**src/rtl/uart_pkg.sv**
```systemverilog
`default_nettype none
// ============================================================================
//  Module      : uart_pkg
//  Description : Shared constants, receiver FSM encoding and a width helper
//                for the buffered UART receive path.
//  Revision    : 1.0 - initial release
// ============================================================================
package uart_pkg;

    localparam int PARITY_NONE = 0;
    localparam int PARITY_EVEN = 1;
    localparam int PARITY_ODD  = 2;

    typedef enum logic [2:0] {
        ST_IDLE   = 3'd0,
        ST_START  = 3'd1,
        ST_DATA   = 3'd2,
        ST_PARITY = 3'd3,
        ST_STOP   = 3'd4
    } rx_state_t;

    // Number of bits needed to index 'value' distinct items (ceil(log2)).
    function automatic int clog2(input int value);
        int r;
        r = 0;
        for (int i = 0; i < 31; i++) begin
            if ((1 << i) < value) begin
                r = i + 1;
            end
        end
        return r;
    endfunction

endpackage
`default_nettype wire

```
**src/rtl/sync_fifo.sv**
```systemverilog
`default_nettype none
// ============================================================================
//  Module      : sync_fifo
//  Description : Single-clock FIFO with first-word fall-through output,
//                registered pointers and occupancy/empty/full flags.
//                A push into a full FIFO is accepted only when a pop happens
//                in the same cycle; a pop on an empty FIFO is ignored.
//  Revision    : 1.0 - initial release
// ============================================================================
module sync_fifo
    import uart_pkg::*;
#(
    parameter int WIDTH = 8,
    parameter int DEPTH = 16
)(
    input  logic                    clk,
    input  logic                    reset,
    input  logic                    push,
    input  logic [WIDTH-1:0]        push_data,
    input  logic                    pop,
    output logic [WIDTH-1:0]        pop_data,
    output logic                    empty,
    output logic                    full,
    output logic [clog2(DEPTH):0]   count
);

    localparam int c_AW = clog2(DEPTH);
    localparam logic [c_AW:0] c_ONE       = (c_AW+1)'(1);
    localparam logic [c_AW:0] c_DEPTH_CNT = (c_AW+1)'(DEPTH);

    logic [WIDTH-1:0] r_mem [DEPTH];
    logic [c_AW-1:0]  r_wr_ptr;
    logic [c_AW-1:0]  r_rd_ptr;
    logic [c_AW:0]    r_count;
    logic             r_empty;
    logic             r_full;
    logic [WIDTH-1:0] r_head;

    logic             w_do_pop;
    logic             w_do_push;
    logic [c_AW:0]    w_count_nxt;
    logic [c_AW-1:0]  w_rd_ptr_nxt;

    // A pop needs data; a push needs room, or a simultaneous pop freeing a slot.
    assign w_do_pop     = pop && !r_empty;
    assign w_do_push    = push && (!r_full || w_do_pop);
    assign w_rd_ptr_nxt = r_rd_ptr + 1'b1;

    // Next occupancy from the accepted push/pop pair.
    always_comb begin
        w_count_nxt = r_count;
        if (w_do_push && !w_do_pop) begin
            w_count_nxt = r_count + c_ONE;
        end else if (!w_do_push && w_do_pop) begin
            w_count_nxt = r_count - c_ONE;
        end
    end

    // Storage array; contents need no reset because validity is tracked by count.
    always_ff @(posedge clk) begin
        if (w_do_push) begin
            r_mem[r_wr_ptr] <= push_data;
        end
    end

    // Pointers, flags and the registered head-of-queue word.
    always_ff @(posedge clk or posedge reset) begin
        if (reset) begin
            r_wr_ptr <= '0;
            r_rd_ptr <= '0;
            r_count  <= '0;
            r_empty  <= 1'b1;
            r_full   <= 1'b0;
            r_head   <= '0;
        end else begin
            if (w_do_push) begin
                r_wr_ptr <= r_wr_ptr + 1'b1;
            end
            if (w_do_pop) begin
                r_rd_ptr <= w_rd_ptr_nxt;
            end
            r_count <= w_count_nxt;
            r_empty <= (w_count_nxt == '0);
            r_full  <= (w_count_nxt == c_DEPTH_CNT);
            // Keep the head word valid one cycle after any change of the head.
            if (w_do_pop) begin
                if (r_count == c_ONE) begin
                    if (w_do_push) begin
                        r_head <= push_data;
                    end
                end else begin
                    r_head <= r_mem[w_rd_ptr_nxt];
                end
            end else if (r_empty && w_do_push) begin
                r_head <= push_data;
            end
        end
    end

    assign pop_data = r_head;
    assign empty    = r_empty;
    assign full     = r_full;
    assign count    = r_count;

endmodule
`default_nettype wire

```
**src/rtl/uart_rx_buffered.sv**
```systemverilog
`default_nettype none
// ============================================================================
//  Module      : uart_rx_buffered
//  Description : Parametrised UART receiver (data width, parity, stop bits)
//                with mid-bit sampling, start-bit glitch rejection, sticky
//                framing/parity/overrun flags and a receive FIFO.
//  Revision    : 1.0 - initial release
// ============================================================================
module uart_rx_buffered
    import uart_pkg::*;
#(
    parameter int CLKS_PER_BIT = 87,
    parameter int DATA_BITS    = 8,
    parameter int PARITY       = 0,
    parameter int STOP_BITS    = 1,
    parameter int DEPTH        = 16
)(
    input  logic                    clk,
    input  logic                    reset,
    input  logic                    rxd,
    input  logic                    rd_en,
    output logic [DATA_BITS-1:0]    rd_data,
    output logic                    empty,
    output logic                    full,
    output logic [clog2(DEPTH):0]   count,
    output logic                    frame_err,
    output logic                    parity_err,
    output logic                    overrun,
    input  logic                    clr_err,
    output logic                    busy
);

    localparam int c_CW = clog2(CLKS_PER_BIT);
    localparam int c_BW = clog2(DATA_BITS + 1);
    localparam logic [c_CW-1:0] c_HALF      = c_CW'(CLKS_PER_BIT / 2 - 1);
    localparam logic [c_CW-1:0] c_FULL      = c_CW'(CLKS_PER_BIT - 1);
    localparam logic [c_BW-1:0] c_LAST_DATA = c_BW'(DATA_BITS - 1);
    localparam logic [c_BW-1:0] c_LAST_STOP = c_BW'(STOP_BITS - 1);
    localparam logic            c_ODD       = (PARITY == PARITY_ODD);

    logic                  r_sync1;
    logic                  r_rxs;
    rx_state_t             r_state;
    logic [c_CW-1:0]       r_clk_cnt;
    logic [c_BW-1:0]       r_bit_cnt;
    logic [DATA_BITS-1:0]  r_shift;
    logic                  r_par_err;
    logic                  r_done;
    logic                  r_break;
    logic                  r_frame_err;
    logic                  r_parity_err;
    logic                  r_overrun;

    logic                  w_mid_start;
    logic                  w_mid_bit;
    logic                  w_push;
    logic                  w_full;
    logic                  w_frame_set;
    logic                  w_parity_set;
    logic                  w_overrun_set;

    assign w_mid_start = (r_clk_cnt == c_HALF);
    assign w_mid_bit   = (r_clk_cnt == c_FULL);

    // The frame is resolved on the cycle after the last good stop sample.
    assign w_push        = (r_state == ST_STOP) && r_done && !r_par_err;
    assign w_parity_set  = (r_state == ST_STOP) && r_done && r_par_err;
    assign w_frame_set   = (r_state == ST_STOP) && !r_done && w_mid_bit && !r_rxs;
    assign w_overrun_set = w_push && w_full && !rd_en;

    // Two-flop synchroniser for the asynchronous serial line; idles high.
    always_ff @(posedge clk or posedge reset) begin
        if (reset) begin
            r_sync1 <= 1'b1;
            r_rxs   <= 1'b1;
        end else begin
            r_sync1 <= rxd;
            r_rxs   <= r_sync1;
        end
    end

    // Receive state machine: start validation, data shift, parity and stop checks.
    always_ff @(posedge clk or posedge reset) begin
        if (reset) begin
            r_state   <= ST_IDLE;
            r_clk_cnt <= '0;
            r_bit_cnt <= '0;
            r_shift   <= '0;
            r_par_err <= 1'b0;
            r_done    <= 1'b0;
            r_break   <= 1'b0;
        end else begin
            case (r_state)
                ST_IDLE: begin
                    r_done <= 1'b0;
                    if (r_break) begin
                        // Line held low after a bad stop bit: wait for it to recover.
                        if (r_rxs) begin
                            r_break <= 1'b0;
                        end
                    end else if (!r_rxs) begin
                        r_state   <= ST_START;
                        r_clk_cnt <= '0;
                    end
                end
                ST_START: begin
                    if (w_mid_start) begin
                        if (r_rxs) begin
                            r_state <= ST_IDLE;
                        end else begin
                            r_state   <= ST_DATA;
                            r_clk_cnt <= '0;
                            r_bit_cnt <= '0;
                        end
                    end else begin
                        r_clk_cnt <= r_clk_cnt + 1'b1;
                    end
                end
                ST_DATA: begin
                    if (w_mid_bit) begin
                        r_shift   <= {r_rxs, r_shift[DATA_BITS-1:1]};
                        r_clk_cnt <= '0;
                        if (r_bit_cnt == c_LAST_DATA) begin
                            r_bit_cnt <= '0;
                            r_par_err <= 1'b0;
                            r_state   <= (PARITY != PARITY_NONE) ? ST_PARITY : ST_STOP;
                        end else begin
                            r_bit_cnt <= r_bit_cnt + 1'b1;
                        end
                    end else begin
                        r_clk_cnt <= r_clk_cnt + 1'b1;
                    end
                end
                ST_PARITY: begin
                    if (w_mid_bit) begin
                        r_par_err <= r_rxs ^ (^r_shift) ^ c_ODD;
                        r_clk_cnt <= '0;
                        r_state   <= ST_STOP;
                    end else begin
                        r_clk_cnt <= r_clk_cnt + 1'b1;
                    end
                end
                ST_STOP: begin
                    if (r_done) begin
                        r_done  <= 1'b0;
                        r_state <= ST_IDLE;
                    end else if (w_mid_bit) begin
                        r_clk_cnt <= '0;
                        if (!r_rxs) begin
                            r_state <= ST_IDLE;
                            r_break <= 1'b1;
                        end else if (r_bit_cnt == c_LAST_STOP) begin
                            r_done <= 1'b1;
                        end else begin
                            r_bit_cnt <= r_bit_cnt + 1'b1;
                        end
                    end else begin
                        r_clk_cnt <= r_clk_cnt + 1'b1;
                    end
                end
                default: begin
                    r_state <= ST_IDLE;
                end
            endcase
        end
    end

    // Sticky error flags; a new error wins over a simultaneous clear.
    always_ff @(posedge clk or posedge reset) begin
        if (reset) begin
            r_frame_err  <= 1'b0;
            r_parity_err <= 1'b0;
            r_overrun    <= 1'b0;
        end else begin
            if (w_frame_set) begin
                r_frame_err <= 1'b1;
            end else if (clr_err) begin
                r_frame_err <= 1'b0;
            end
            if (w_parity_set) begin
                r_parity_err <= 1'b1;
            end else if (clr_err) begin
                r_parity_err <= 1'b0;
            end
            if (w_overrun_set) begin
                r_overrun <= 1'b1;
            end else if (clr_err) begin
                r_overrun <= 1'b0;
            end
        end
    end

    sync_fifo #(
        .WIDTH (DATA_BITS),
        .DEPTH (DEPTH)
    ) u_fifo (
        .clk       (clk),
        .reset     (reset),
        .push      (w_push),
        .push_data (r_shift),
        .pop       (rd_en),
        .pop_data  (rd_data),
        .empty     (empty),
        .full      (w_full),
        .count     (count)
    );

    assign full       = w_full;
    assign frame_err  = r_frame_err;
    assign parity_err = r_parity_err;
    assign overrun    = r_overrun;
    assign busy       = (r_state != ST_IDLE);

endmodule
`default_nettype wire

```
**config.mk**
```make
export PLATFORM = sky130hd
export DESIGN_NAME = uart_rx_buffered
export DESIGN_NICKNAME = d
export VERILOG_FILES = /design/src/rtl/uart_pkg.sv /design/src/rtl/sync_fifo.sv /design/src/rtl/uart_rx_buffered.sv
export SDC_FILE = /design/constraint.sdc
export NUM_CORES = 1
export LEC_CHECK = 0
export BUFFER_PORTS_ARGS = -buffer_cell sky130_fd_sc_hd__buf_2
export CORE_ASPECT_RATIO = 1.5
export CORE_MARGIN = 2
export CORE_UTILIZATION = 55
export CTS_CLUSTER_DIAMETER = 120
export CTS_CLUSTER_SIZE = 25
export DETAILED_ROUTE_END_ITERATION = 16
export PLACE_DENSITY = 0.72
export SLEW_MARGIN = 15
export SYNTH_ARGS = -nofsm -noshare
export SYNTH_HDL_FRONTEND = slang
export SYNTH_SLANG_ARGS = --single-unit
```
**constraint.sdc**
```tcl
create_clock -name clk -period 5.1 [get_ports clk]
set_clock_uncertainty 0.2 [all_clocks]
set_input_delay 1.02 -clock clk [delete_from_list [all_inputs] [get_ports clk]]
set_output_delay 1.02 -clock clk [all_outputs]
set_load 0.01 [all_outputs]
```
Word-level counts from Yosys, hierarchy flattened
Memory sizes are Yosys's and may differ from the RTL's.
Cells that the tools add are included.
{"block": "op_classes", "n_addsub": 6, "eq_ne": 24, "mux": 53, "n_bitwise": 1, "reduce_logical": 43}
{"cell": "7-bit 2-to-1 mux", "count": 5}
{"cell": "4-bit 2-to-1 mux", "count": 8}
{"cell": "8-bit 2-to-1 mux", "count": 4}
{"cell": "7-bit case mux with 4 select lines", "count": 1}
{"cell": "3-bit 2-to-1 mux", "count": 9}
{"cell": "2-bit inequality test (second input constant)", "count": 12}
{"cell": "1-bit 2-to-1 mux", "count": 18}
{"cell": "8-bit AND reduction", "count": 2}
{"cell": "3-bit case mux with 5 select lines", "count": 1}
{"cell": "1-bit logical AND", "count": 13}
{"cell": "4-bit by 1-bit adder with 4-bit output (second input constant)", "count": 3}
{"cell": "4-bit case mux with 3 select lines", "count": 1}
{"cell": "2-bit nonzero test", "count": 6}
{"cell": "5-bit 2-to-1 mux", "count": 2}
{"cell": "3-bit inequality test (second input constant)", "count": 3}
{"cell": "1-bit zero test", "count": 8}
{"cell": "4-bit AND reduction", "count": 2}
{"cell": "8-bit parity", "count": 1}
{"cell": "7-bit by 1-bit adder with 7-bit output (second input constant)", "count": 1}
{"cell": "7-bit by 6-bit == test with 1-bit output (second input constant)", "count": 1}
{"cell": "7-bit == test (second input constant)", "count": 1}
{"cell": "3-bit by 2-bit == test with 1-bit output (second input constant)", "count": 2}
{"cell": "1-bit case mux with 2 select lines", "count": 3}
{"cell": "3-bit nonzero test", "count": 2}
{"cell": "17 further kinds", "count": 18}
{"block": "totals", "register_bits": 53, "mem_bits_rw": 128, "inputBits": 5, "out_inout_bits": 19, "word_cells": 146, "mem_count": 1}
{"name": "u_fifo.r_mem", "words": 16, "width": 8, "read_ports": 1, "rd_ports_with_merged_regs": 0, "write_ports": 1, "line": "sync_fifo.sv:31", "text": "logic [WIDTH-1:0] r_mem [DEPTH];"}

Depth between registers and ports, before layout
{"block": "logic_depth", "word_depth": 9, "ltp_mapped": 7, "mapped_depth_nobuf": 7}

By module
A second synthesis with hierarchy kept.
{"block": "hier_totals", "cells_unflattened": 506, "area_unflattened_um2": 7978.9}
{"mod": "sync_fifo", "instances": 1, "cells_each": 334, "area_per_inst_um2": 6248.5, "seq_area_each_um2": 4420.5}
{"mod": "uart_rx_buffered", "instances": 1, "cells_each": 172, "area_per_inst_um2": 1730.4, "seq_area_each_um2": 753.2}

Least setup slack after synthesis
OpenSTA, ideal clock, no wires.
{"block": "synth_path", "kind": "input port to flip-flop", "start": "input port rd_en", "end": "memory u_fifo.r_mem[4][0], enable pin", "setup_time_ns": 0.370, "t_arrival_ns": 2.095, "required_time_ns": 4.530, "setup_slack_ns": 2.435, "path_stages": 5, "n_path_buf": 1, "path_cell_list": "nand2b_1 clkbuf_1 a21oi_2 nand3b_1 nor2_1"}
{"block": "synth_between", "elab_chain_len": 5}
{"item": "start: declaration", "line": "uart_rx_buffered.sv:21", "text": "input logic rd_en,"}
{"item": "1-bit logical AND", "line": "sync_fifo.sv:45", "text": "assign w_do_pop = pop && !r_empty;"}
{"item": "1-bit logical OR", "line": "sync_fifo.sv:46", "text": "assign w_do_push = push && (!r_full || w_do_pop);"}
{"item": "1-bit logical AND", "line": "sync_fifo.sv:46"}
{"item": "1-bit 2-to-1 mux", "line": "sync_fifo.sv:61", "text": "if (w_do_push) begin"}
{"item": "1-bit 2-to-1 mux (not written as such)", "line": "sync_fifo.sv:62", "text": "r_mem[r_wr_ptr] <= push_data;"}
{"item": "end: declaration", "line": "sync_fifo.sv:31"}
No other way between the ends.

Worst setup path after layout
{"block": "layout_path", "start": "register r_state[0]", "end": "memory u_fifo.r_mem[4][3], enable pin"}
{"block": "layout_between", "elab_chain_len": 6}
{"item": "start: declaration", "line": "uart_rx_buffered.sv:43", "text": "rx_state_t r_state;"}
{"item": "start signal: assignment", "line": "uart_rx_buffered.sv:126", "text": "r_state <= (PARITY != PARITY_NONE) ? ST_PARITY : ST_STOP;"}
{"item": "3-bit == test", "line": "uart_rx_buffered.sv:66", "text": "assign w_push = (r_state == ST_STOP) && r_done && !r_par_err;"}
{"item": "1-bit logical AND (2 in a row)", "line": "uart_rx_buffered.sv:66"}
{"item": "1-bit logical AND", "line": "sync_fifo.sv:46"}
{"item": "1-bit 2-to-1 mux", "line": "sync_fifo.sv:61"}
{"item": "1-bit 2-to-1 mux (not written as such)", "line": "sync_fifo.sv:62"}
No other way between the ends.

==> results by group <==
Floorplanning
  • Die Y: 150 µm
  • Initial Util: 56.0%
  • Chip width: approximately 100 µm
  • Die Area: 0.0152 mm²
  • Core Area: around 0.014 mm²
  • Rows: 53
  • IO Pins: 24

Run status
  • Outcome: complete, no violations

Hold path
  • Hold Path Stages: 0
  • HP Class: register to register

CTS
  • Clk sinks: about 180
  • CTS buffer count: 17
  • H-tree depth: 4
  • Clock Latency Late Sink: 0.42 ns
  • PostCTS Resize Cnt: 0
  • Worst-case clock buffer depth: 2
  • Post-CTS setup buffer count: 0
  • CTS tree: done
  • Clock Tree Root: clkbuf_16
  • Reg clk slew, reported paths: roughly 0.07 ns
  • CTS Hold Buffers Added: 0

Drt
  • WL final: 15.4 mm
  • Detailed-router iteration count before antenna repair: 4
  • DRC Markers: 0
  • Vias per cell: 5.87
  • Initial DRC count: 343
  • DR vias: 4,318
  • DR WL/cell: 21.0 µm
  • ANT nets after route: 0

Final layout
  • Core Util, Final: between 60% and 70%
  • Design area: 0.00874 mm²
  • Share of layout cells above drive strength 1: 20.8%
  • Fin nets: 548
  • Layout area overhead: 11.5%
  • # diodes: 0

GRT
  • Largest net degree at the start of global routing: 48
  • First-pass GRT wire length: 24.7 mm
  • Initial antenna violation count: 0
  • Tot GR Track Use: around 22%
  • GRT overflow: 0
  • Vias in the first global route: 4,515

Timing
  • Min Hold Slack: 0.159 ns
  • Slew Viols, Final: 0
  • Worst Max-Slew Pin Slew: 0.845 ns
  • Final setup viols: 0
  • Final worst path period need: 3.16 ns
  • Crit share post-route: 61.9%
  • Unrepaired setup endpoints after global routing: false
  • Slew HR: 43.7%
  • Setup TNS: 0 ns
  • Max Freq: 317 MHz
  • Final Hold Viols: 0

Critical path
  • CP Launch Type: register
  • Crit-path leading delay family: simple AND/OR/NAND/NOR gates
  • CP Capture Type: register
  • Crit path cell chain: nand4bb_2 -> or2_0 -> a21oi_2 -> nand3b_1 -> nor2_1
  • Worst reg-to-reg setup slack: 1.94 ns
  • CP max stage cell: nor2_1
  • Crit path required time: 4.95 ns
  • Worst r2r path cells: 5
  • Crit path buf inv count: 0
  • CP Max Fanout: 14
  • Crit. path cell count: 5
  • Critical Path AT: 3.00 ns
  • Setup CP Type: register to register
  • CP peak stage delay: 0.59 ns

Pwr
  • P_leak: 0.00348 µW
  • Pwr Density: about 440 mW/mm²
  • Worst VDD drop: roughly 0.00025 V

Run
  • Max-Cap Viols: 0

Placed design
  • Number of port buffers: 23
  • DP Area: just over 0.008 mm²
  • DP Wirelength: 10.4 mm
  • Final Wtd Congestion: 0.898

Yosys
  • FF+latch count, synth: 181
  • Post-synth EDFFs: 128
  • Cell variety after synth: 63
  • Post-Synthesis Net Count: 520
  • Top FF cell, synth: edfxtp_1
  • YS warnings: 0
  • Async set-reset flop share out of synthesis: around 29%
  • Mapped cell area: 0.00784 mm²
  • Post-Synthesis Cells: 503
  • Mean Syn Cell Area: 15.6 µm²
  • Seq/Total Area, Yosys: 66.0%
[synth_stat cells (2+ instances only)]
master	instances	area, µm²
xnor2_1	15	131
a221o_1	8	80.1
o32ai_1	2	17.5
a21o_1	2	15.0
ha_1	12	150
nand3_1	10	50.1
nor3b_1	5	37.5
clkbuf_1	10	37.5
and3_1	2	12.5
edfxtp_1	128	3840
o211ai_1	2	15.0
nand2_1	25	93.8
nor2_1	19	71.3
mux4_2	32	721
and2_1	9	56.3
nand2b_1	8	50.1
nand3b_1	3	22.5
mux2_2	8	90.1
or3_1	3	18.8
mux2i_1	18	180
inv_1	22	82.6
nor2b_1	8	50.1
o21ai_0	19	95.1
buf_2	5	25.0
o31ai_1	4	30.0
nand4_1	5	31.3
xor2_1	5	43.8
o22ai_1	14	87.6
dfstp_2	3	78.8
a21oi_1	13	65.1
nor4_1	2	12.5
dfrtp_1	50	1250
a211oi_1	2	15.0
[registers in the layout (all words and copies together), names as in the netlist]
signal / cells
parity_err: 1
r_bit_cnt: 4
u_fifo.pop_data: 8
r_shift: 8
frame_err: 1
u_fifo.empty: 1
u_fifo.r_mem: 128
r_done: 1
r_rxs: 1
r_break: 1
u_fifo.r_rd_ptr: 4
r_par_err: 1
u_fifo.r_wr_ptr: 4
overrun: 1
r_sync1: 1
u_fifo.full: 1
r_state: 3
r_clk_cnt: 7
u_fifo.count: 5
[cell families (layout without fill, tap and decap cells)]
family          after synthesis  after routing  synth area share (%)
flops                       181            181                  66.0
simple gates                114            114                  8.30
compound gates               78             78                  6.74
mux                          58             58                  12.6
buf+inv                      40             81                  2.14
xor+xnor                     20             20                  2.24
fa+ha+maj                    12             12                  1.92
[per-stage QoR]
stage,cells,worst slack [ns],total power [µW]
2_1_floorplan,503,2.43,2430
3_3_place_gp,704,2.06,2620
3_5_place_dp,704,1.92,2630
4_1_cts,736,1.95,3910
5_1_grt,736,1.72,4050
6_report,736,1.94,3880
[worst reg2reg max path, cell delays in order (launching register included)]
cell       delay, ns
dfrtp_1         0.53
nand4bb_2       0.36
or2_0           0.42
a21oi_2         0.46
nand3b_1        0.23
nor2_1          0.59
[worst paths after layout]
check / startpoint / endpoint
setup / recovery: r_state[0] / u_fifo.r_mem[4][3]
setup reg to reg: r_state[0] / u_fifo.r_mem[4][3]
min in group asynchronous: reset / u_fifo.count[2]
hold reg to reg: r_sync1 / r_rxs
hold / removal: r_sync1 / r_rxs
max in group asynchronous: reset / u_fifo.pop_data[3]
[layout make-up]
class / count / area (µm²)
clock buffer: 19 / 443
clock inverter: 13 / 150
fill: 1017 / 5250
inverter: 22 / 82.6
multi-input combinational: 282 / 2500
sequential: 181 / 5170
tap: 192 / 240
timing repair buffer: 27 / 145
[per-layer routing]
layer | vias to the layer above | GRT usage [%] | part of all wire, %
met5 | - | 0 | 0
met4 | 0 | 8.24 | 1.7
met3 | 16 | 3.81 | 3.6
met2 | 99 | 39.4 | 56
met1 | 2201 | 26.8 | 39
li1 | 2002 | - | -
[layout by cell type, fill, tap and decap left out, drive strengths merged, types with 5 or more instances in the layout]
master / count
a21oi: 14
a221o: 8
and2: 9
buf: 27
clkbuf: 19
dfrtp: 50
edfxtp: 128
ha: 12
inv: 25
mux2: 8
mux2i: 18
mux4: 32
nand2: 25
nand2b: 8
nand3: 10
nand4: 5
nor2: 20
nor2b: 8
nor3b: 6
o21ai: 19
o22ai: 14
xnor2: 15
xor2: 5
[power by group]
group / leakage, µW / internal, µW / switching (µW)
Sequential: 0.00219 / 1620 / 93.8
Combinational: 0.00101 / 369 / 512
Clock: 0.000278 / 742 / 540
Total: 0.00348 / 2730 / 1150
(Power assumes the default switching activity.)
